$ cat src/rtl/dmem_pkg.sv
// Shared definitions for the data-memory arbiter: FSM state encoding,
// requester port indices and default bus widths.
package dmem_pkg;

    localparam int DMEM_AW    = 32;
    localparam int DMEM_DW    = 32;
    localparam int DMEM_DEPTH = 206;

    // Requester indices; also the encoding of the latched owner bit.
    localparam logic P_CPU = 1'b0;
    localparam logic P_DMA = 1'b1;

    typedef enum logic {
        ST_IDLE   = 1'b0,
        ST_ACCESS = 1'b1
    } state_t;

endpackage

$ cat src/rtl/dmem_arbiter_if.sv
// Bundle of the two requester ports and the memory-side port of the
// data-memory arbiter. The slave modport is the arbiter's view; the master
// modport is the environment (requesters plus the memory array).
interface dmem_arbiter_if
    import dmem_pkg::*;
#(
    parameter int AW = DMEM_AW,
    parameter int DW = DMEM_DW
);

    // Requester 0 (CPU load/store stage)
    logic          req0;
    logic          we0;
    logic [AW-1:0] addr0;
    logic [DW-1:0] wdata0;
    logic          gnt0;
    logic          ack0;
    logic [DW-1:0] rdata0;
    logic          err0;

    // Requester 1 (DMA/debug loader)
    logic          req1;
    logic          we1;
    logic [AW-1:0] addr1;
    logic [DW-1:0] wdata1;
    logic          gnt1;
    logic          ack1;
    logic [DW-1:0] rdata1;
    logic          err1;

    // Single-ported data memory
    logic [AW-1:0] mem_addr;
    logic [DW-1:0] mem_din;
    logic          mem_we;
    logic [DW-1:0] mem_dout;

    modport slave (
        input  req0, we0, addr0, wdata0,
        input  req1, we1, addr1, wdata1,
        input  mem_dout,
        output gnt0, ack0, rdata0, err0,
        output gnt1, ack1, rdata1, err1,
        output mem_addr, mem_din, mem_we
    );

    modport master (
        output req0, we0, addr0, wdata0,
        output req1, we1, addr1, wdata1,
        output mem_dout,
        input  gnt0, ack0, rdata0, err0,
        input  gnt1, ack1, rdata1, err1,
        input  mem_addr, mem_din, mem_we
    );

endinterface

$ cat src/rtl/dmem_rr_pick.sv
// Two-input request picker. Produces a one-hot (or empty) grant vector.
// A lone request always wins; on a tie, port 0 wins when FIXED_PRIO is
// non-zero, otherwise the port that was not granted last wins.
module dmem_rr_pick #(
    parameter int FIXED_PRIO = 0
) (
    input  logic [1:0] i_req,
    input  logic       i_rr_last,
    output logic [1:0] o_gnt
);

    // Select the winner among the active requests.
    always_comb begin
        // NOTE: o_gnt gets a default before any branch so no path leaves it unassigned (no latch).
        o_gnt = 2'b00;
        if (i_req == 2'b11) begin
            if ((FIXED_PRIO != 0) || i_rr_last) begin
                o_gnt = 2'b01;
            end else begin
                o_gnt = 2'b10;
            end
        end else begin
            o_gnt = i_req;
        end
    end

endmodule

$ cat src/rtl/dmem_arbiter.sv
// Two-port arbiter/sequencer for the single-ported data memory.
// Port 0 is the CPU load/store stage, port 1 the DMA/debug loader.
// Each access runs IDLE (grant, latch request) -> ACCESS (drive memory)
// -> ack/rdata one cycle later, giving one access every two cycles.
// Optional feature: define DMEM_ADDR_CHECK_EN to reject addresses >= DEPTH
// (write suppressed, err pulsed with ack, read data forced to 0).
module dmem_arbiter
    import dmem_pkg::*;
#(
    parameter int AW         = DMEM_AW,
    parameter int DW         = DMEM_DW,
    parameter int DEPTH      = DMEM_DEPTH,
    parameter int FIXED_PRIO = 0
) (
    input  logic           clk,
    input  logic           reset,
    dmem_arbiter_if.slave  bus
);

`ifdef DMEM_ADDR_CHECK_EN
    localparam logic CHECK_EN = 1'b1;
`else
    localparam logic CHECK_EN = 1'b0;
`endif

    state_t        r_state;
    logic          r_rr_last;
    logic          r_owner;
    logic          r_we;
    logic          r_oob;
    logic [AW-1:0] r_mem_addr;
    logic [DW-1:0] r_mem_din;
    logic          r_mem_we;
    logic          r_ack0;
    logic          r_ack1;
    logic          r_err0;
    logic          r_err1;
    logic [DW-1:0] r_rdata0;
    logic [DW-1:0] r_rdata1;

    logic [1:0]    w_req;
    logic [1:0]    w_pick;
    logic [1:0]    w_gnt;
    logic          w_sel;
    logic          w_sel_we;
    logic [AW-1:0] w_sel_addr;
    logic [DW-1:0] w_sel_wdata;
    logic          w_oob;

    assign w_req = {bus.req1, bus.req0};

    dmem_rr_pick #(
        .FIXED_PRIO (FIXED_PRIO)
    ) u_pick (
        .i_req     (w_req),
        .i_rr_last (r_rr_last),
        .o_gnt     (w_pick)
    );

    // Grants are offered only in IDLE and never while reset is asserted.
    assign w_gnt       = ((r_state == ST_IDLE) && reset) ? w_pick : 2'b00;
    assign w_sel       = w_pick[1];
    assign w_sel_we    = w_sel ? bus.we1    : bus.we0;
    assign w_sel_addr  = w_sel ? bus.addr1  : bus.addr0;
    assign w_sel_wdata = w_sel ? bus.wdata1 : bus.wdata0;
    assign w_oob       = CHECK_EN && (w_sel_addr >= AW'(DEPTH));

    // Access sequencer: latch the winner in IDLE, drive memory in ACCESS,
    // then return ack/err/rdata to the owner on the following cycle.
    always_ff @(posedge clk or negedge reset) begin
        if (!reset) begin
            r_state    <= ST_IDLE;
            r_rr_last  <= 1'b1;
            r_owner    <= P_CPU;
            r_we       <= 1'b0;
            r_oob      <= 1'b0;
            r_mem_addr <= '0;
            r_mem_din  <= '0;
            r_mem_we   <= 1'b0;
            r_ack0     <= 1'b0;
            r_ack1     <= 1'b0;
            r_err0     <= 1'b0;
            r_err1     <= 1'b0;
            r_rdata0   <= '0;
            r_rdata1   <= '0;
        end else begin
            // NOTE: non-blocking assignments so every register samples pre-edge values.
            r_ack0 <= 1'b0;
            r_ack1 <= 1'b0;
            r_err0 <= 1'b0;
            r_err1 <= 1'b0;
            case (r_state)
                ST_IDLE: begin
                    if (w_gnt != 2'b00) begin
                        r_owner    <= w_sel;
                        r_we       <= w_sel_we;
                        r_oob      <= w_oob;
                        r_mem_addr <= w_sel_addr;
                        r_mem_din  <= w_sel_wdata;
                        r_mem_we   <= w_sel_we && !w_oob;
                        r_rr_last  <= w_sel;
                        r_state    <= ST_ACCESS;
                    end
                end
                ST_ACCESS: begin
                    r_mem_we <= 1'b0;
                    r_state  <= ST_IDLE;
                    if (r_owner == P_CPU) begin
                        r_ack0 <= 1'b1;
                        r_err0 <= r_oob;
                        if (!r_we) begin
                            r_rdata0 <= r_oob ? '0 : bus.mem_dout;
                        end
                    end else begin
                        r_ack1 <= 1'b1;
                        r_err1 <= r_oob;
                        if (!r_we) begin
                            r_rdata1 <= r_oob ? '0 : bus.mem_dout;
                        end
                    end
                end
                default: r_state <= ST_IDLE;
            endcase
        end
    end

    assign bus.gnt0     = w_gnt[0];
    assign bus.gnt1     = w_gnt[1];
    assign bus.ack0     = r_ack0;
    assign bus.ack1     = r_ack1;
    assign bus.err0     = r_err0;
    assign bus.err1     = r_err1;
    assign bus.rdata0   = r_rdata0;
    assign bus.rdata1   = r_rdata1;
    assign bus.mem_addr = r_mem_addr;
    assign bus.mem_din  = r_mem_din;
    assign bus.mem_we   = r_mem_we;

endmodule

$ cat src/flat_wrapper.sv
// flat-port wrapper written by rule: the top's interface ports become plain ports
module dmem_arbiter_flat import dmem_pkg::*;
#(
    parameter int AW         = DMEM_AW,
    parameter int DW         = DMEM_DW,
    parameter int DEPTH      = DMEM_DEPTH,
    parameter int FIXED_PRIO = 0
)
  (clk, reset, bus_req0, bus_we0, bus_addr0, bus_wdata0, bus_req1, bus_we1, bus_addr1, bus_wdata1, bus_mem_dout, bus_gnt0, bus_ack0, bus_rdata0, bus_err0, bus_gnt1, bus_ack1, bus_rdata1, bus_err1, bus_mem_addr, bus_mem_din, bus_mem_we);
  dmem_arbiter_if #(.AW(AW), .DW(DW)) bus_i ();
  input  logic clk;
  input  logic reset;
  input wire logic [$bits(bus_i.req0)-1:0] bus_req0;
  input wire logic [$bits(bus_i.we0)-1:0] bus_we0;
  input wire logic [$bits(bus_i.addr0)-1:0] bus_addr0;
  input wire logic [$bits(bus_i.wdata0)-1:0] bus_wdata0;
  input wire logic [$bits(bus_i.req1)-1:0] bus_req1;
  input wire logic [$bits(bus_i.we1)-1:0] bus_we1;
  input wire logic [$bits(bus_i.addr1)-1:0] bus_addr1;
  input wire logic [$bits(bus_i.wdata1)-1:0] bus_wdata1;
  input wire logic [$bits(bus_i.mem_dout)-1:0] bus_mem_dout;
  output wire logic [$bits(bus_i.gnt0)-1:0] bus_gnt0;
  output wire logic [$bits(bus_i.ack0)-1:0] bus_ack0;
  output wire logic [$bits(bus_i.rdata0)-1:0] bus_rdata0;
  output wire logic [$bits(bus_i.err0)-1:0] bus_err0;
  output wire logic [$bits(bus_i.gnt1)-1:0] bus_gnt1;
  output wire logic [$bits(bus_i.ack1)-1:0] bus_ack1;
  output wire logic [$bits(bus_i.rdata1)-1:0] bus_rdata1;
  output wire logic [$bits(bus_i.err1)-1:0] bus_err1;
  output wire logic [$bits(bus_i.mem_addr)-1:0] bus_mem_addr;
  output wire logic [$bits(bus_i.mem_din)-1:0] bus_mem_din;
  output wire logic [$bits(bus_i.mem_we)-1:0] bus_mem_we;
  assign bus_i.req0 = bus_req0;
  assign bus_i.we0 = bus_we0;
  assign bus_i.addr0 = bus_addr0;
  assign bus_i.wdata0 = bus_wdata0;
  assign bus_i.req1 = bus_req1;
  assign bus_i.we1 = bus_we1;
  assign bus_i.addr1 = bus_addr1;
  assign bus_i.wdata1 = bus_wdata1;
  assign bus_i.mem_dout = bus_mem_dout;
  assign bus_gnt0 = bus_i.gnt0;
  assign bus_ack0 = bus_i.ack0;
  assign bus_rdata0 = bus_i.rdata0;
  assign bus_err0 = bus_i.err0;
  assign bus_gnt1 = bus_i.gnt1;
  assign bus_ack1 = bus_i.ack1;
  assign bus_rdata1 = bus_i.rdata1;
  assign bus_err1 = bus_i.err1;
  assign bus_mem_addr = bus_i.mem_addr;
  assign bus_mem_din = bus_i.mem_din;
  assign bus_mem_we = bus_i.mem_we;
  dmem_arbiter #(.AW(AW), .DW(DW), .DEPTH(DEPTH), .FIXED_PRIO(FIXED_PRIO)) u_core (.clk(clk), .reset(reset), .bus(bus_i));
endmodule
$ cat config.mk
export PLATFORM = sky130hd
export DESIGN_NAME = dmem_arbiter_flat
export DESIGN_NICKNAME = d
export VERILOG_FILES = /design/src/rtl/dmem_pkg.sv /design/src/rtl/dmem_arbiter_if.sv /design/src/rtl/dmem_rr_pick.sv /design/src/rtl/dmem_arbiter.sv /design/src/flat_wrapper.sv
export SDC_FILE = /design/constraint.sdc
export NUM_CORES = 1
export LEC_CHECK = 0
export ABC_CLOCK_PERIOD_IN_PS = 2080
export CAP_MARGIN = 0
export CORE_MARGIN = 2
export CORE_UTILIZATION = 40
export CTS_CLUSTER_DIAMETER = 80
export DETAILED_ROUTE_END_ITERATION = 16
export GPL_ROUTABILITY_DRIVEN = 0
export PLACE_DENSITY = 0.81
export SLEW_MARGIN = 20
export SYNTH_ARGS = -nofsm -noshare
export SYNTH_HDL_FRONTEND = slang
export SYNTH_SLANG_ARGS = --single-unit
$ cat constraint.sdc
create_clock -name clk -period 2.08 [get_ports clk]
set_input_delay 0.624 -clock clk [delete_from_list [all_inputs] [get_ports clk]]
set_output_delay 0.624 -clock clk [all_outputs]
set_load 0.05 [all_outputs]
==> summary.md, run 1 <==
| Metric | Value |
|---|---|
| CP Capture Type | output port |
| R2R Path Start | u_core.r_state |
| FF+latch count, synth | 135 |
| Initial DRC count | 414 |
| Status | finished, final reports clean |
| Die Span Y | 124 um |
| Mean Syn Cell Area | 10.9 um2 |
| # rows | 43 |
| Post-synthesis sequential area ratio | 0.588 |
| R2R depth | 4 |
| Final Skew | 0.00583 ns |
| Cell Pwr Density | 1460 nW/um2 |
| RSZ-0062 raised after global routing | yes |
| Worst setup endpoint | bus_gnt0 |
| # setup viols final | 0 |
| Initial antenna violation count | 0 |
| Worst vdd ir | 0.679 mV |
| CP required | 1.46 ns |
| Vias/cell | 5.17 |
| Pwr Total | 13.6 mW |
| Worst-Margin Slew | 0.696 ns |
| Number of diodes | 0 |
| GRT Overall Usage | 0.227 |
| Nets | 980 |
| Die Wd | 124 um |
| Critical path origin | u_core.r_rr_last |
| Met1 wire length | 6620 um |
| Leading area contributor after synthesis | dfrtp_1 |
| Routed Antenna Nets | 0 |
| Top sig layer | met4 |
| WL/cell | 17.6 um |
| I/O Buffers | 298 |
| CP startpoint kind | flop |
| Final Hold Viols | 0 |
| DRC Markers | 0 |
| Largest fanout on the critical path | 3 |
| Clock buffer depth | 2 |
| Kind of critical path | reg -> out |
| Synth area leaders | dfrtp_1 (58%), mux2_2 (12%), nand2_1 (8.5%), a31oi_1 (6.1%), a21oi_1 (5.9%) |
| CTS tree | built |
| Cells after synthesis | 526 |
| Share of the synthesized area in the top cell type | 0.583 |
| DR vias | 5199 |
| Post-Syn Area | 5750 um2 |
| DR pass1 iterations | 4 |
| Core area | 13900 um2 |
| H-tree depth | 4 |
| Fmax | 485 MHz |
| Reg clk slew, reported paths | 0.06 ns |
| Root Driver | clkbuf_16 |
| First-pass GRT wire length | 26600 um |
| IO Pins | 301 |
| Final TNS setup | 0 ns |
| Largest net degree at the start of global routing | 136 |
| Ys Warns | 0 |
| Max-Cap Viols | 0 |
| Inserted Clock Buffers | 17 |
| Met2 wire len | 9110 um |
| Synth-to-Final Area Change | 61.9% |
| Met3 wire length | 1600 um |
| Leakage | 4.07 nW |
| Hold WC Path Type | in -> async |
| Crit path DAT | 1.44 ns |
| Total Wirelength | 17700 um |
| Initial Util | 0.413 |
| Clk_lat worst skew | 0.41 ns |
| Crit path time final | 2.06 ns |
| Netlist cell types | 23 |
| R2R Setup Slk | 0.53 ns |
| Reg2reg end | u_core.bus.rdata0[6] |
| Grt ovf | 0 |
| Max-slew violations | 0 |
| Crit share post-route | 0.992 |
| CTS sink count | 135 |
| DIE AREA | 15300 um2 |
| DP HPWL | 12800 um |
| Rel. slew slack | 0.536 |
| Share of cells above drive strength 1 | 0.318 |
| Vias in the first global route | 5267 |
cells by family (layout without fill, tap and decap cells):
logic type,after synthesis,count (layout),share of synthesized area
compound gates,137,137,0.147
mux,64,64,0.125
other cells,1,2,0.000652
flops,135,135,0.588
buf+inv,48,347,0.0427
simple gates,141,141,0.0964
cell usage after synthesis:
cell,instances
a21bo_2,1
a21boi_2,1
a21oi_1,68
a311oi_1,1
a31oi_1,56
a31oi_2,10
and2_1,3
and3_1,1
buf_1,3
buf_2,13
buf_4,5
buf_6,4
clkbuf_1,23
conb_1,1
dfrtp_1,134
dfstp_2,1
mux2_1,2
mux2_2,62
nand2_1,130
nand2b_1,2
nor2_1,1
nor2b_1,3
or2_1,1
layer usage:
layer	vias to the layer above	GRT usage
li1	2400	-
met1	2504	0.255
met2	262	0.408
met3	33	0.0655
met4	0	0.0857
met5	-	0
registers in the layout, summed over array words and instances, names as in the netlist:
register,cells
u_core.bus.mem_addr,32
u_core.bus.rdata0,32
u_core.bus.rdata1,32
u_core.r_we,1
u_core.bus.mem_din,32
u_core.bus.ack0,1
u_core.bus.mem_we,1
u_core.r_state,1
u_core.bus.ack1,1
u_core.r_rr_last,1
u_core.r_owner,1
worst min-delay path by stage:
| stage | startpoint | end | slack (ns) |
|---|---|---|---|
| after floorplan | reset | u_core.bus.ack0 | 0.33 |
| after global placement | u_core.r_owner | u_core.bus.ack0 | 0.47 |
| after detailed placement | u_core.r_owner | u_core.bus.ack0 | 0.46 |
| after CTS | reset | u_core.bus.rdata0[15] | 0.36 |
| after global routing | reset | u_core.bus.rdata0[31] | 0.39 |
| final | reset | u_core.bus.rdata1[20] | 0.33 |
final cells by class:
class	count	area [um2]
flip-flops and latches	135	3380
multi-input cells	344	2160
well taps	180	225
clock inverters	11	148
fillers	1022	4630
clock buffers	20	457
repair buffers	316	2940
cell usage in the layout, fill, tap and decap left out, drive strengths merged:
cell           netlist  layout
and3                 1       1
inv                  0       2
a21oi               68      68
clkbuf              23      20
and2                 3       3
dfstp                1       1
clkinv               0       2
clkdlybuf4s50        0     162
a21bo                1       1
a31oi               66      66
nand2b               2       2
mux2                64      64
or2                  1       1
dfrtp              134     134
bufinv               0       3
a311oi               1       1
conb                 1       2
nand2              130     130
a21boi               1       1
nor2                 1       1
nor2b                3       3
buf                 25     152
dlygate4sd2          0       2
clkinvlp             0       4
per-stage QoR:
step	std cells	hold WS [ns]	cell area (um2)	worst slack (ns)	utilization
finish	1006	0.330	9310	0.0172	0.668
global route	1006	0.387	9310	-0.0246	0.668
CTS	1005	0.357	9300	-0.0391	0.667
detailed placement	974	0.458	8690	-0.280	0.624
global placement	974	0.466	8690	-0.195	0.624
floorplan	527	0.328	5760	0.00455	-
power breakdown:
part | switching, mW | leakage [nW] | internal, mW
Clock | 1.11 | 0.285 | 1.94
Combinational | 4.34 | 2.23 | 2.17
Sequential | 0.528 | 1.56 | 3.53
worst max-delay path, cell delays in order (launching register included):
cell and delay (ns):
dfstp_2 0.56, nand2b_1 0.12, and3_4 0.20, buf_12 0.14
timing repair:
item / CTS / global route
resized for setup: 4 / 0
hold buffers: 0 / 0
buffers inserted: 0 / 1
setup endpoints to repair: 2 / 1
hold endpoints to repair: 0 / 0
Power figures use the tool's default switching activity.
==> run 2: changes to the inputs <==
--- a/config.mk
+++ b/config.mk
@@ -7,13 +7,12 @@
 export LEC_CHECK = 0
 export ABC_CLOCK_PERIOD_IN_PS = 2080
 export CAP_MARGIN = 0
-export CORE_MARGIN = 2
 export CORE_UTILIZATION = 40
 export CTS_CLUSTER_DIAMETER = 80
 export DETAILED_ROUTE_END_ITERATION = 16
 export GPL_ROUTABILITY_DRIVEN = 0
 export PLACE_DENSITY = 0.81
-export SLEW_MARGIN = 20
+export SLEW_MARGIN = 5
 export SYNTH_ARGS = -nofsm -noshare
 export SYNTH_HDL_FRONTEND = slang
 export SYNTH_SLANG_ARGS = --single-unit
==> summary.md, run 2 (synthesis gave the netlist of run 1 again) <==
| Metric | Value |
|---|---|
| CTS sink count | 135 (unchanged) |
| Rel. slew slack | 0.537 (about the same) |
| Initial DRC count | 309 (-25%) |
| Clk_lat worst skew | 0.41 ns (about the same) |
| Largest fanout on the critical path | 5 (+2) |
| Largest net degree at the start of global routing | 136 (unchanged) |
| Worst-Margin Slew | 0.695 ns (-0.000564 ns) |
| WL/cell | 17.1 um (-3.0%) |
| H-tree depth | 4 (unchanged) |
| Crit path cell chain | nand2b_4, and3_4, buf_12 |
| Commonest non-fill, non-tap cell in the layout | clkdlybuf4s50_1 |
| Final Skew | 0.00779 ns (+0.00196 ns) |
| RSZ-0062 raised after global routing | yes |
| R2R Setup Slk | 0.37 ns (-0.16 ns) |
| Core area | 13900 um2 (unchanged) |
| Final worst setup slack | -0.00688 ns (-0.0241 ns) |
| Max-Cap Viols | 0 (unchanged) |
| Vias in the first global route | 5278 (+0.21%) |
| First-pass GRT wire length | 26400 um (-0.73%) |
| Kind of critical path | reg -> out |
| Placed insts | 978 (+0.41%) |
| Share of cells above drive strength 1 | 0.324 (+0.00530) |
| Cell Pwr Density | 1470 nW/um2 (+0.11%) |
| Clock buffer depth | 2 (unchanged) |
| CP required | 1.46 ns (about the same) |
| Reg clk slew, reported paths | 0.05 ns (about the same) |
| Final TNS setup | -0.00688 ns (-0.00688 ns) |
| Inserted Clock Buffers | 17 (unchanged) |
| Die Wd | 122 um (-1.6%) |
| Status | finished with violations |
| CP Capture Type | output port |
| Placed inst area | 8700 um2 (+0.14%) |
| Grt ovf | 0 (unchanged) |
| DIE AREA | 14900 um2 (-3.2%) |
| Die Span Y | 122 um (-1.6%) |
| # setup viols final | 1 (+1) |
| Number of diodes | 0 (unchanged) |
| Pwr Total | 13.7 mW (+0.49%) |
| Slowest cell delay on critical path | 0.58 ns (+0.02 ns) |
| R2R depth | 5 (+1) |
| Worst vdd ir | 0.582 mV (-14%) |
| IO Pins | 301 (unchanged) |
| Most frequent cells in the layout | clkdlybuf4s50_1 (162), buf_4 (144), dfrtp_1 (134) |
| Crit path time final | 2.09 ns (+0.0241 ns) |
| Crit path DAT | 1.46 ns (+0.02 ns) |
| DP HPWL | 12500 um (-2.2%) |
| Hold WC Path Type | in -> async |
| CP max-delay cell | dfstp_2 |
| Root Driver | clkbuf_16 |
| Synth-to-Final Area Change | 62.5% |
| Routed Antenna Nets | 0 (unchanged) |
| DRC Markers | 0 (unchanged) |
| CTS tree | built |
| Leakage | 4.10 nW (+0.83%) |
| Failing checks | setup timing |
| Total Wirelength | 17300 um (-2.5%) |
| Crit share post-route | 1.00 (+0.0116) |
| I/O Buffers | 298 (unchanged) |
| Fin cells | 1011 (+0.50%) |
| DR vias | 5213 (+0.27%) |
| Design area | 9340 um2 (+0.38%) |
| Fin util | 0.670 (+0.00251) |
| Final Hold Viols | 0 (unchanged) |
| Initial Util | 0.413 (unchanged) |
| Reg2reg end | u_core.bus.mem_addr[4] |
| Fmax | 479 MHz (-1.2%) |
| Vias/cell | 5.16 (-0.23%) |
| DR pass1 iterations | 4 (unchanged) |
| Nets | 984 (+0.41%) |
| # rows | 43 (unchanged) |
| Max-slew violations | 0 (unchanged) |
| Initial antenna violation count | 0 (unchanged) |
| GRT Overall Usage | 0.233 (+0.00601) |
| CP startpoint kind | flop |
| R2R Path Start | u_core.r_state |
-- run 2: cell count changes in the layout (fill, tap and decap cells not counted), sizes merged --
cell           change
clkdlybuf4s15      +1
buf                +4
dlygate4sd2        -1
inv                +2
clkinvlp           -2
clkinv             +1
-- run 2: what timing repair did --
| item | in CTS | in global routing |
|---|---|---|
| hold buffers | 0 | 0 |
| pin swaps | 0 | 0 |
| setup endpoints to repair | 2 | 2 |
| buffers inserted | 0 | 1 |
| cloned | 0 | 0 |
| resized for setup | 4 | 2 |
-- run 2: worst max-delay path by stage --
stage | from | to | slack, ns | depth (start not counted)
2_1_floorplan | reset | bus_gnt0 | 0.005 | 3
3_3_place_gp | bus_req1 | bus_gnt0 | -0.25 | 5
3_5_place_dp | bus_req1 | bus_gnt0 | -0.25 | 5
4_1_cts | u_core.r_rr_last | bus_gnt0 | -0.01 | 3
5_1_grt | u_core.r_rr_last | bus_gnt0 | -0.05 | 3
6_report | u_core.r_rr_last | bus_gnt0 | -0.007 | 3
-- run 2: routing by layer --
metal | wire length [um] | global-route usage
met5 | 0 | 0
met3 | 1500 | 0.0763
met2 | 8840 | 0.411
met1 | 6630 | 0.262
met4 | 306 | 0.0826
-- run 2: layout make-up --
type | instances | area (um2)
Clock inverter | 12 | 165
Timing Repair Buffer | 320 | 2950
Multi-Input combinational cell | 344 | 2160
Sequential cell | 135 | 3380
Clock buffer | 20 | 457
Tap cell | 180 | 225
Fill cell | 1056 | 4590
-- run 2: critical path, delay by kind of cell (launching register included) --
kind,cells,cell delay [ns]
buffers and inverters,1,0.13
AND/OR/NAND/NOR,2,0.33
flip-flops,1,0.58
-- run 2: report_power, final --
| part | switching [mW] | internal [mW] | total (mW) |
|---|---|---|---|
| clock network | 1.14 | 1.97 | 3.11 |
| registers | 0.524 | 3.53 | 4.06 |
| logic | 4.35 | 2.17 | 6.52 |
| total | 6.02 | 7.67 | 13.7 |
-- run 2: per-stage QoR --
| step | hold WS [ns] | worst slack [ns] |
|---|---|---|
| 2_1_floorplan | 0.328 | 0.00455 |
| 3_3_place_gp | 0.466 | -0.247 |
| 3_5_place_dp | 0.476 | -0.254 |
| 4_1_cts | 0.378 | -0.0115 |
| 5_1_grt | 0.397 | -0.0518 |
| 6_report | 0.356 | -0.00688 |
==> run 3: changes to the inputs <==
--- a/config.mk
+++ b/config.mk
@@ -8,7 +8,6 @@
 export ABC_CLOCK_PERIOD_IN_PS = 2080
 export CAP_MARGIN = 0
 export CORE_UTILIZATION = 40
-export CTS_CLUSTER_DIAMETER = 80
 export DETAILED_ROUTE_END_ITERATION = 16
 export GPL_ROUTABILITY_DRIVEN = 0
 export PLACE_DENSITY = 0.81
==> results of run 3 <==
Final layout, timing and power as in run 2 (identical DEF).
